**src/rtl/wb_retire_queue_if.sv**
```systemverilog
`default_nettype none
// ============================================================================
//  Module   : wb_retire_queue_if
//  Purpose  : Issue, completion and writeback signal bundle of the in-order
//             writeback retirement queue.
//  Revision : 1.0 - initial release
// ============================================================================
interface wb_retire_queue_if #(
    parameter int DEPTH  = 4,
    parameter int TAGW   = 2,
    parameter int REGSEL = 5,
    parameter int XLEN   = 32
);
    // issue side
    logic              iss_v;
    logic [REGSEL-1:0] iss_rd;
    logic [TAGW-1:0]   iss_tag;
    logic              full;
    logic              empty;
    // completion side
    logic              cmp_v;
    logic [TAGW-1:0]   cmp_tag;
    logic [XLEN-1:0]   cmp_data;
    // writeback side
    logic              we;
    logic [REGSEL-1:0] rdwbs;
    logic [XLEN-1:0]   wbdata;
    logic              err;

    // pipeline / functional units drive issue and completion
    modport master (
        output iss_v, iss_rd, cmp_v, cmp_tag, cmp_data,
        input  iss_tag, full, empty, we, rdwbs, wbdata, err
    );

    // retirement queue
    modport slave (
        input  iss_v, iss_rd, cmp_v, cmp_tag, cmp_data,
        output iss_tag, full, empty, we, rdwbs, wbdata, err
    );
endinterface
`default_nettype wire

```
**src/rtl/wb_retire_queue.sv**
```systemverilog
`default_nettype none
// ============================================================================
//  Module   : wb_retire_queue
//  Purpose  : In-order writeback retirement queue. Register-writing
//             instructions are tagged at issue, completed out of order and
//             retired strictly in issue order, one per cycle, onto the
//             register-file write port.
//  Revision : 1.0 - initial release
// ============================================================================
module wb_retire_queue #(
    parameter int DEPTH  = 4,
    parameter int TAGW   = 2,
    parameter int REGSEL = 5,
    parameter int XLEN   = 32
) (
    input  wire logic          clk,
    input  wire logic          rst,      // asynchronous, active-low
    wb_retire_queue_if.slave   bus
);

    localparam logic [TAGW:0]   c_FULL_COUNT = (TAGW+1)'(DEPTH);
    localparam logic [TAGW:0]   c_COUNT_ONE  = (TAGW+1)'(1);
    localparam logic [TAGW-1:0] c_PTR_ONE    = TAGW'(1);

    // entry storage
    logic [DEPTH-1:0]  r_valid;
    logic [DEPTH-1:0]  r_done;
    logic [REGSEL-1:0] r_rd   [DEPTH];
    logic [XLEN-1:0]   r_data [DEPTH];

    // pointers and occupancy
    logic [TAGW-1:0]   r_head;
    logic [TAGW-1:0]   r_tail;
    logic [TAGW:0]     r_count;

    // writeback port and error flag
    logic              r_we;
    logic [REGSEL-1:0] r_rdwbs;
    logic [XLEN-1:0]   r_wbdata;
    logic              r_err;

    logic              w_full;
    logic              w_push;
    logic              w_push_err;
    logic              w_cmp_ok;
    logic              w_cmp_err;
    logic              w_retire;

    // Decode status from registered state and qualify this cycle's requests.
    // Register x0 is never tracked, so an x0 issue is neither pushed nor an
    // error. A retire on this edge does not free room for a push on the
    // same edge because full comes from the registered count.
    always_comb begin
        w_full     = (r_count == c_FULL_COUNT);
        w_push     = bus.iss_v && (bus.iss_rd != '0) && !w_full;
        w_push_err = bus.iss_v && (bus.iss_rd != '0) &&  w_full;
        w_cmp_ok   = bus.cmp_v && r_valid[bus.cmp_tag] && !r_done[bus.cmp_tag];
        w_cmp_err  = bus.cmp_v && !w_cmp_ok;
        w_retire   = r_valid[r_head] && r_done[r_head];
    end

    assign bus.full    = w_full;
    assign bus.empty   = (r_count == '0);
    assign bus.iss_tag = r_tail;
    assign bus.we      = r_we;
    assign bus.rdwbs   = r_rdwbs;
    assign bus.wbdata  = r_wbdata;
    assign bus.err     = r_err;

    // Entry updates. Push, completion and retire can never address the same
    // entry on one edge: a push targets an invalid entry, a completion needs
    // a valid not-done entry and a retire needs a done entry.
    always_ff @(posedge clk or negedge rst) begin
        if (!rst) begin
            r_valid <= '0;
            r_done  <= '0;
            for (int i = 0; i < DEPTH; i++) begin
                r_rd[i]   <= '0;
                r_data[i] <= '0;
            end
        end else begin
            if (w_push) begin
                r_valid[r_tail] <= 1'b1;
                r_done[r_tail]  <= 1'b0;
                r_rd[r_tail]    <= bus.iss_rd;
            end
            if (w_cmp_ok) begin
                r_done[bus.cmp_tag] <= 1'b1;
                r_data[bus.cmp_tag] <= bus.cmp_data;
            end
            if (w_retire) begin
                r_valid[r_head] <= 1'b0;
                r_done[r_head]  <= 1'b0;
            end
        end
    end

    // Pointer and occupancy tracking; simultaneous push and retire cancel.
    always_ff @(posedge clk or negedge rst) begin
        if (!rst) begin
            r_head  <= '0;
            r_tail  <= '0;
            r_count <= '0;
        end else begin
            if (w_push) begin
                r_tail <= r_tail + c_PTR_ONE;
            end
            if (w_retire) begin
                r_head <= r_head + c_PTR_ONE;
            end
            if (w_push && !w_retire) begin
                r_count <= r_count + c_COUNT_ONE;
            end else if (!w_push && w_retire) begin
                r_count <= r_count - c_COUNT_ONE;
            end
        end
    end

    // Registered writeback port; destination and data hold between retires.
    always_ff @(posedge clk or negedge rst) begin
        if (!rst) begin
            r_we     <= 1'b0;
            r_rdwbs  <= '0;
            r_wbdata <= '0;
        end else begin
            r_we <= w_retire;
            if (w_retire) begin
                r_rdwbs  <= r_rd[r_head];
                r_wbdata <= r_data[r_head];
            end
        end
    end

    // Sticky protocol-violation flag, cleared only by reset.
    always_ff @(posedge clk or negedge rst) begin
        if (!rst) begin
            r_err <= 1'b0;
        end else if (w_push_err || w_cmp_err) begin
            r_err <= 1'b1;
        end
    end

endmodule
`default_nettype wire

```
**src/flat_wrapper.sv**
```systemverilog
// flat-port wrapper written by rule: the top's interface ports become plain ports
module wb_retire_queue_flat 
#(
    parameter int DEPTH  = 4,
    parameter int TAGW   = 2,
    parameter int REGSEL = 5,
    parameter int XLEN   = 32
)
  (clk, rst, bus_iss_v, bus_iss_rd, bus_cmp_v, bus_cmp_tag, bus_cmp_data, bus_iss_tag, bus_full, bus_empty, bus_we, bus_rdwbs, bus_wbdata, bus_err);
  wb_retire_queue_if #(.DEPTH(DEPTH), .TAGW(TAGW), .REGSEL(REGSEL), .XLEN(XLEN)) bus_i ();
  input  wire logic clk;
  input  wire logic rst;
  input wire logic [$bits(bus_i.iss_v)-1:0] bus_iss_v;
  input wire logic [$bits(bus_i.iss_rd)-1:0] bus_iss_rd;
  input wire logic [$bits(bus_i.cmp_v)-1:0] bus_cmp_v;
  input wire logic [$bits(bus_i.cmp_tag)-1:0] bus_cmp_tag;
  input wire logic [$bits(bus_i.cmp_data)-1:0] bus_cmp_data;
  output wire logic [$bits(bus_i.iss_tag)-1:0] bus_iss_tag;
  output wire logic [$bits(bus_i.full)-1:0] bus_full;
  output wire logic [$bits(bus_i.empty)-1:0] bus_empty;
  output wire logic [$bits(bus_i.we)-1:0] bus_we;
  output wire logic [$bits(bus_i.rdwbs)-1:0] bus_rdwbs;
  output wire logic [$bits(bus_i.wbdata)-1:0] bus_wbdata;
  output wire logic [$bits(bus_i.err)-1:0] bus_err;
  assign bus_i.iss_v = bus_iss_v;
  assign bus_i.iss_rd = bus_iss_rd;
  assign bus_i.cmp_v = bus_cmp_v;
  assign bus_i.cmp_tag = bus_cmp_tag;
  assign bus_i.cmp_data = bus_cmp_data;
  assign bus_iss_tag = bus_i.iss_tag;
  assign bus_full = bus_i.full;
  assign bus_empty = bus_i.empty;
  assign bus_we = bus_i.we;
  assign bus_rdwbs = bus_i.rdwbs;
  assign bus_wbdata = bus_i.wbdata;
  assign bus_err = bus_i.err;
  wb_retire_queue #(.DEPTH(DEPTH), .TAGW(TAGW), .REGSEL(REGSEL), .XLEN(XLEN)) u_core (.clk(clk), .rst(rst), .bus(bus_i));
endmodule
```
**config.mk**
```make
export PLATFORM = sky130hd
export DESIGN_NAME = wb_retire_queue_flat
export DESIGN_NICKNAME = d
export VERILOG_FILES = /design/src/rtl/wb_retire_queue_if.sv /design/src/rtl/wb_retire_queue.sv /design/src/flat_wrapper.sv
export SDC_FILE = /design/constraint.sdc
export NUM_CORES = 1
export LEC_CHECK = 0
export BUFFER_PORTS_ARGS = -buffer_cell sky130_fd_sc_hd__clkbuf_2
export CAP_MARGIN = 20
export CORE_MARGIN = 2
export CORE_UTILIZATION = 43
export CTS_CLUSTER_DIAMETER = 150
export DETAILED_ROUTE_END_ITERATION = 7
export PLACE_DENSITY = 0.67
export SKIP_LAST_GASP = 1
export SLEW_MARGIN = 10
export SYNTH_ARGS = -nofsm -noshare
export SYNTH_HDL_FRONTEND = slang
export SYNTH_SLANG_ARGS = --single-unit
```
**constraint.sdc**
```tcl
create_clock -name clk -period 5.9 [get_ports clk]
set_input_delay 0.885 -clock clk [delete_from_list [all_inputs] [get_ports clk]]
set_output_delay 0.885 -clock clk [all_outputs]
set_load 0.02 [all_outputs]
```
=== After elaboration in Yosys (flattened, before gate mapping) ===
Index checks and enable logic that the tools add are counted.

* Magnitude comparators: 11
* Reduce and logical (&&, ||, !) cells: 23
* Bitwise gates (word level): 10
* Add/subtract/negate cells: 4
* Equal/unequal tests: 1
* Mux-type cells: 33

{| class="wikitable"
|+ Operator list
! kind !! count
|-
| 128-bit bitwise mux || 1
|-
| 32-bit two-way mux || 3
|-
| 32-bit binary-select mux with 2-bit select || 1
|-
| 32-bit demux with 2-bit select || 1
|-
| 20-bit bitwise mux || 1
|-
| 4-bit two-way mux || 5
|-
| 5-bit two-way mux || 3
|-
| 1-bit logical AND || 14
|-
| 4-bit AND || 3
|-
| 5-bit binary-select mux with 2-bit select || 1
|-
| 5-bit demux with 2-bit select || 1
|-
| 3-bit greater-or-equal comparator, second input constant || 3
|-
| 2-bit by 3-bit < comparator with 1-bit output, second input constant || 3
|-
| 2-bit NOT with 3-bit output || 3
|-
| 1-bit binary-select mux with 2-bit select || 4
|-
| 4-bit NOT || 2
|-
| 4-bit bitwise OR || 2
|-
| 1-bit two-way mux || 7
|-
| 1-bit demux with 2-bit select || 3
|-
| 2-bit by 1-bit greater-or-equal comparator with 1-bit output, second input constant || 3
|-
| 3-bit by 1-bit < comparator with 1-bit output, second input constant || 2
|-
| 3-bit two-way mux || 2
|-
| 1-bit logical NOT || 5
|-
| 5-bit nonzero test || 1
|-
| 7 further kinds || 8
|}

* Logic and storage cells: 99
* Register bits: 202
* Input bits: 43
* Output and inout port bits: 43

=== Depth between registers and ports, before layout ===
* Depth in word-level cells: 11
* Gate-level depth with buffers: 13

=== Least setup slack after synthesis ===
OpenSTA, ideal clock, no wires.

* Path kind: input to register
* Start point: input port bus_iss_rd[0]
* End point: register u_core.r_count[1]
* Data arrival time: 2.713 ns
* Stages on the path: 8
* Slack: 3.062 ns
* Path buffers: 0
* Setup time: 0.125 ns
* Required time: 5.775 ns
* Cells stage by stage: nor4_4 > a21boi_2 > nand2b_1 > inv_1 > ha_1 > inv_1 > fa_1 > mux2_2

* Word-level cells in the longest chain between the ends: 6
* Elaborated cells between the ends (all ways): 8
* Classes of those cells: 1 x mux; 7 x reduce/logical

{| class="wikitable"
|+ RTL lines
! what !! line !! source
|-
| start, declared || flat_wrapper.sv:14 || <nowiki>input wire logic [$bits(bus_i.iss_rd)-1:0] bus_iss_rd;</nowiki>
|-
| 5-bit nonzero test * || wb_retire_queue.sv:55 || <nowiki>w_push = bus.iss_v && (bus.iss_rd != '0) && !w_full;</nowiki>
|-
| 1-bit logical AND * (2 in series) || wb_retire_queue.sv:55 ||
|-
| 1-bit logical NOT || wb_retire_queue.sv:113 || <nowiki>end else if (!w_push && w_retire) begin</nowiki>
|-
| 1-bit logical AND || wb_retire_queue.sv:113 ||
|-
| 2-bit nonzero test (no source line) || n/a ||
|-
| end signal, assigned || wb_retire_queue.sv:112 || <nowiki>r_count <= r_count + c_COUNT_ONE;</nowiki>
|-
| end signal, assigned || wb_retire_queue.sv:114 || <nowiki>r_count <= r_count - c_COUNT_ONE;</nowiki>
|-
| end, declared || wb_retire_queue.sv:34 || <nowiki>logic [TAGW:0] r_count;</nowiki>
|}

Every way passes the cells marked *; elsewhere a longest branch is shown, timed or not.
A chain may end at the register's enable or synchronous reset.

=== Worst setup path in the final report ===
* Start point: register u_core.r_head[0]
* End point: register u_core.r_count[2]

* Word-level cells in the longest chain between the ends: 6
* Elaborated cells between the ends (all ways): 10
* Classes of those cells: 5 x mux; 5 x reduce/logical

{| class="wikitable"
|+ RTL lines
! what !! line !! source
|-
| start, declared || wb_retire_queue.sv:32 || <nowiki>logic [TAGW-1:0] r_head;</nowiki>
|-
| start signal, assigned || wb_retire_queue.sv:109 || <nowiki>r_head <= r_head + c_PTR_ONE;</nowiki>
|-
| 1-bit binary-select mux with 2-bit select || wb_retire_queue.sv:59 || <nowiki>w_retire = r_valid[r_head] && r_done[r_head];</nowiki>
|-
| 1-bit two-way mux (not written as such) || wb_retire_queue.sv:59 ||
|-
| 1-bit logical AND * || wb_retire_queue.sv:59 ||
|-
| 1-bit logical NOT || wb_retire_queue.sv:111 || <nowiki>if (w_push && !w_retire) begin</nowiki>
|-
| 1-bit logical AND || wb_retire_queue.sv:111 ||
|-
| 3-bit two-way mux / 2-bit nonzero test (equally long branches) || n/a ||
|}

Every way passes the cells marked *; elsewhere a longest branch is shown, timed or not. The select of a mux whose other input is x is not followed.

==> results.toml <==
[clock_network]
cts_root_buf = "clkbuf_16"
cts_setup_buffers = 0
cts_tree = "built"
cts.path.max_buffers = 3
cts_hold_buf = 0
ctsResizeCount = 0
path_clk_slew_ns = 0.06
cts_max_level = 1
numCtsBuffers = 22
clk_latency_ns = 0.50
clkSinkCount = 202

[power_and_ir_drop]
peakVddDrop_mv = 0.279
powerDensity_mw_per_mm2 = 585
cellLeakagePower_nw = 4.55

[final_layout]
syn2layout_area_growth_pct = 15.0
antenna_cells = 0
fin_area_mm2 = 0.0103
drive_above_1_share = 0.563
fin_nets = 675
post-route-util = 0.505

[yosys]
syn_nets = 585
ys_warn_count = 0
netlist-cell-type-count = 38
netlist_instances = 532
ys_seq_elements = 202
syn_avg_cell_area_um2 = 16.8
syn-cell-area_mm2 = 0.00892
seq_area_frac_synth = 0.567

[timing]
fin_crit_sh = 0.471
min_period_ns = 2.78
maxSlewViolCount = 0
hold_viol_final = 0
rsz0062_at_grt = "no"
fin_worst_skew_ns = 0.0128
fmax_mhz = 360
fin_setup_tns_ns = 0
maxSlewHeadroom = 0.347
fin_hold_ws_ns = 0.457
setup_violations = 0
tightestPinTransition_ns = 0.976

[global_routing]
grt_max_degree = 95
grt_pass1_wl_um = 28500
grt-ovfl-total = 0
grt_pass1_vias = 5320
antenna_found_initial = 0
grt_use_total = 0.164

[die]
start_util = 0.439
die_w_um = 148
die_height_um = 148
core_area_mm2 = 0.0203
die_area_mm2 = 0.0219
io_pins = 86
num_rows = 52

[worst_setup_path]
path_cells = "o21ai_0 -> mux2_2 -> inv_1 -> ha_1 -> inv_1 -> fa_1 -> xor2_1 -> nor2_1 -> xor2_1"
required_ns = 6.31
cp.arrival_ns = 3.19
start_kind = "flip-flop"
cp_max_fo = 44
cpPeakStageDelay_ns = 1.02
slowest_stage = "dfrtp_4"
end_kind = "flip-flop"
path_class = "reg -> reg"

[routing]
viasPerCell = 5.26
vias = 4758
ant_nets = 0
post_drt_wl_per_cell_um = 19.3
drtIter0Drc = 218
dr.pass1.iters = 4
wirelength_um = 17400
drc = 0

[worst_hold_path]
hold_path.class = "in -> async"

[job]
max_cap_viol_count = 0

[place]
placed_area_mm2 = 0.00958
place.gp.congestion = 0.715
hpwlAfterDp_um = 10800
port_buffers = 85

[run_status]
status = "completed"
## synth_stat cells
master     count  area share
a21boi_2       1      0.0013
a211oi_4       4      0.0090
nand2b_1       2      0.0014
nor3_2         1      0.0011
buf_6          8       0.010
nor2b_1        3      0.0021
dfrtp_1      202        0.57
buf_4          3      0.0025
ha_1           9       0.013
mux2_2       151        0.19
or3b_2         1     0.00098
a221o_1        1      0.0011
xnor2_1        3      0.0029
a22oi_2        1      0.0014
a21oi_1        6      0.0034
mux2_4        29       0.049
nor3_1         1     0.00056
nor3b_4        1      0.0021
xor2_1         2      0.0020
nand2_1        8      0.0034
o22ai_1        1     0.00070
nor2_1         7      0.0029
a21o_1         1     0.00084
o21ai_0        3      0.0017
mux4_2        37       0.093
nand3b_1       1     0.00084
buf_2         13      0.0073
a2bb2oi_1      3      0.0029
nand2b_4       1      0.0015
inv_1         10      0.0042
nand3_1        3      0.0017
fa_1           1      0.0022
nor4_4         1      0.0024
or4_1          1     0.00084
nor2_2         1     0.00070
mux2_1         8       0.010
buf_1          1     0.00042
clkbuf_1       2     0.00084
## logic make-up (layout without fill, tap and decap cells)
logic type,count (synthesis),count (layout),share of synthesized area
AO/OA/AOI/OAI,21,21,0.0223
flip-flops,202,202,0.567
multiplexers,225,225,0.343
buffers and inverters,37,139,0.0254
AND/OR/NAND/NOR,32,32,0.0226
XOR/XNOR,5,5,0.00491
adder cells (fa/ha/maj),10,10,0.0149
## path summary, 6_finish.rpt
| path | startpoint | endpoint | slack (ns) | cells after the start |
|---|---|---|---|---|
| worst max-delay path | u_core.r_head[0] | u_core.r_count[2] | 3.12 | 9 |
| worst min-delay path | rst | u_core.bus.rdwbs[4] | 0.46 | 1 |
| worst max register to register | u_core.r_head[0] | u_core.r_count[2] | 3.12 | 9 |
| worst min register to register | u_core.bus.wbdata[24] | u_core.bus.wbdata[24] | 0.48 | 1 |
| max in group asynchronous | rst | u_core.r_rd[15] | 4.14 | 2 |
| min in group clk | u_core.bus.wbdata[24] | u_core.bus.wbdata[24] | 0.48 | 1 |
## worst max-delay path, delay by kind of cell, from the launching register on
kind	cells	cell delay, ns
AOI/OAI and AO/OA	1	0.26
xor gates and xnor gates	2	0.33
adders and majority gates	2	0.54
buffers and inverters	2	0.13
DFF	1	1.02
muxes	1	0.32
and+or+nand+nor	1	0.11
## final cells by class
class	count	area (µm²)
Sequential cell	202	5060
Clock inverter	5	25.0
Fill cell	1755	10000
Clock buffer	31	636
Multi-Input combinational cell	293	3660
Inverter	10	37.5
Tap cell	270	338
Timing Repair Buffer	93	507
## through the flow
stage	worst slack (ns)	instances	power (mW)
3_3_place_gp	2.80	867	4.67
3_5_place_dp	2.70	867	4.80
4_1_cts	2.98	903	6.08
2_1_floorplan	3.06	532	4.22
5_1_grt	2.81	904	6.39
6_report	3.12	904	6.00
## power breakdown
part / internal [mW] / switching (mW)
Clock: 0.744 / 0.518
Sequential: 2.09 / 0.492
Combinational: 1.30 / 0.852
## registers in the layout, indices dropped and copies added, names as in the netlist
register,flops
u_core.r_data,128
u_core.bus.wbdata,32
u_core.r_rd,20
u_core.bus.rdwbs,5
u_core.r_done,4
u_core.r_valid,4
u_core.r_count,3
u_core.bus.iss_tag,2
u_core.r_head,2
u_core.bus.err,1
u_core.bus.we,1
## placed cells by master (no fill, tap or decap), drive strengths merged, types with 2 or more instances in the layout
cell type and n:
dfrtp 202, mux2 188, clkbuf 116, mux4 37, inv 10, ha 9, nand2 8, buf 8
nor2 8, a21oi 6, clkinv 5, a211oi 4, nand3 3, o21ai 3, nor2b 3, a2bb2oi 3
xnor2 3, nand2b 3, xor2 2, nor3 2
## routing by layer
metal | GRT usage | wire, µm | vias to the layer above
met3 | 0.0306 | 661 | 20
met4 | 0.0400 | 263 | 0
li1 | - | - | 2134
met2 | 0.281 | 8810 | 78
met1 | 0.219 | 7690 | 2526
met5 | 0 | 0 | -
No activity file was read; power rests on OpenSTA's default activity.
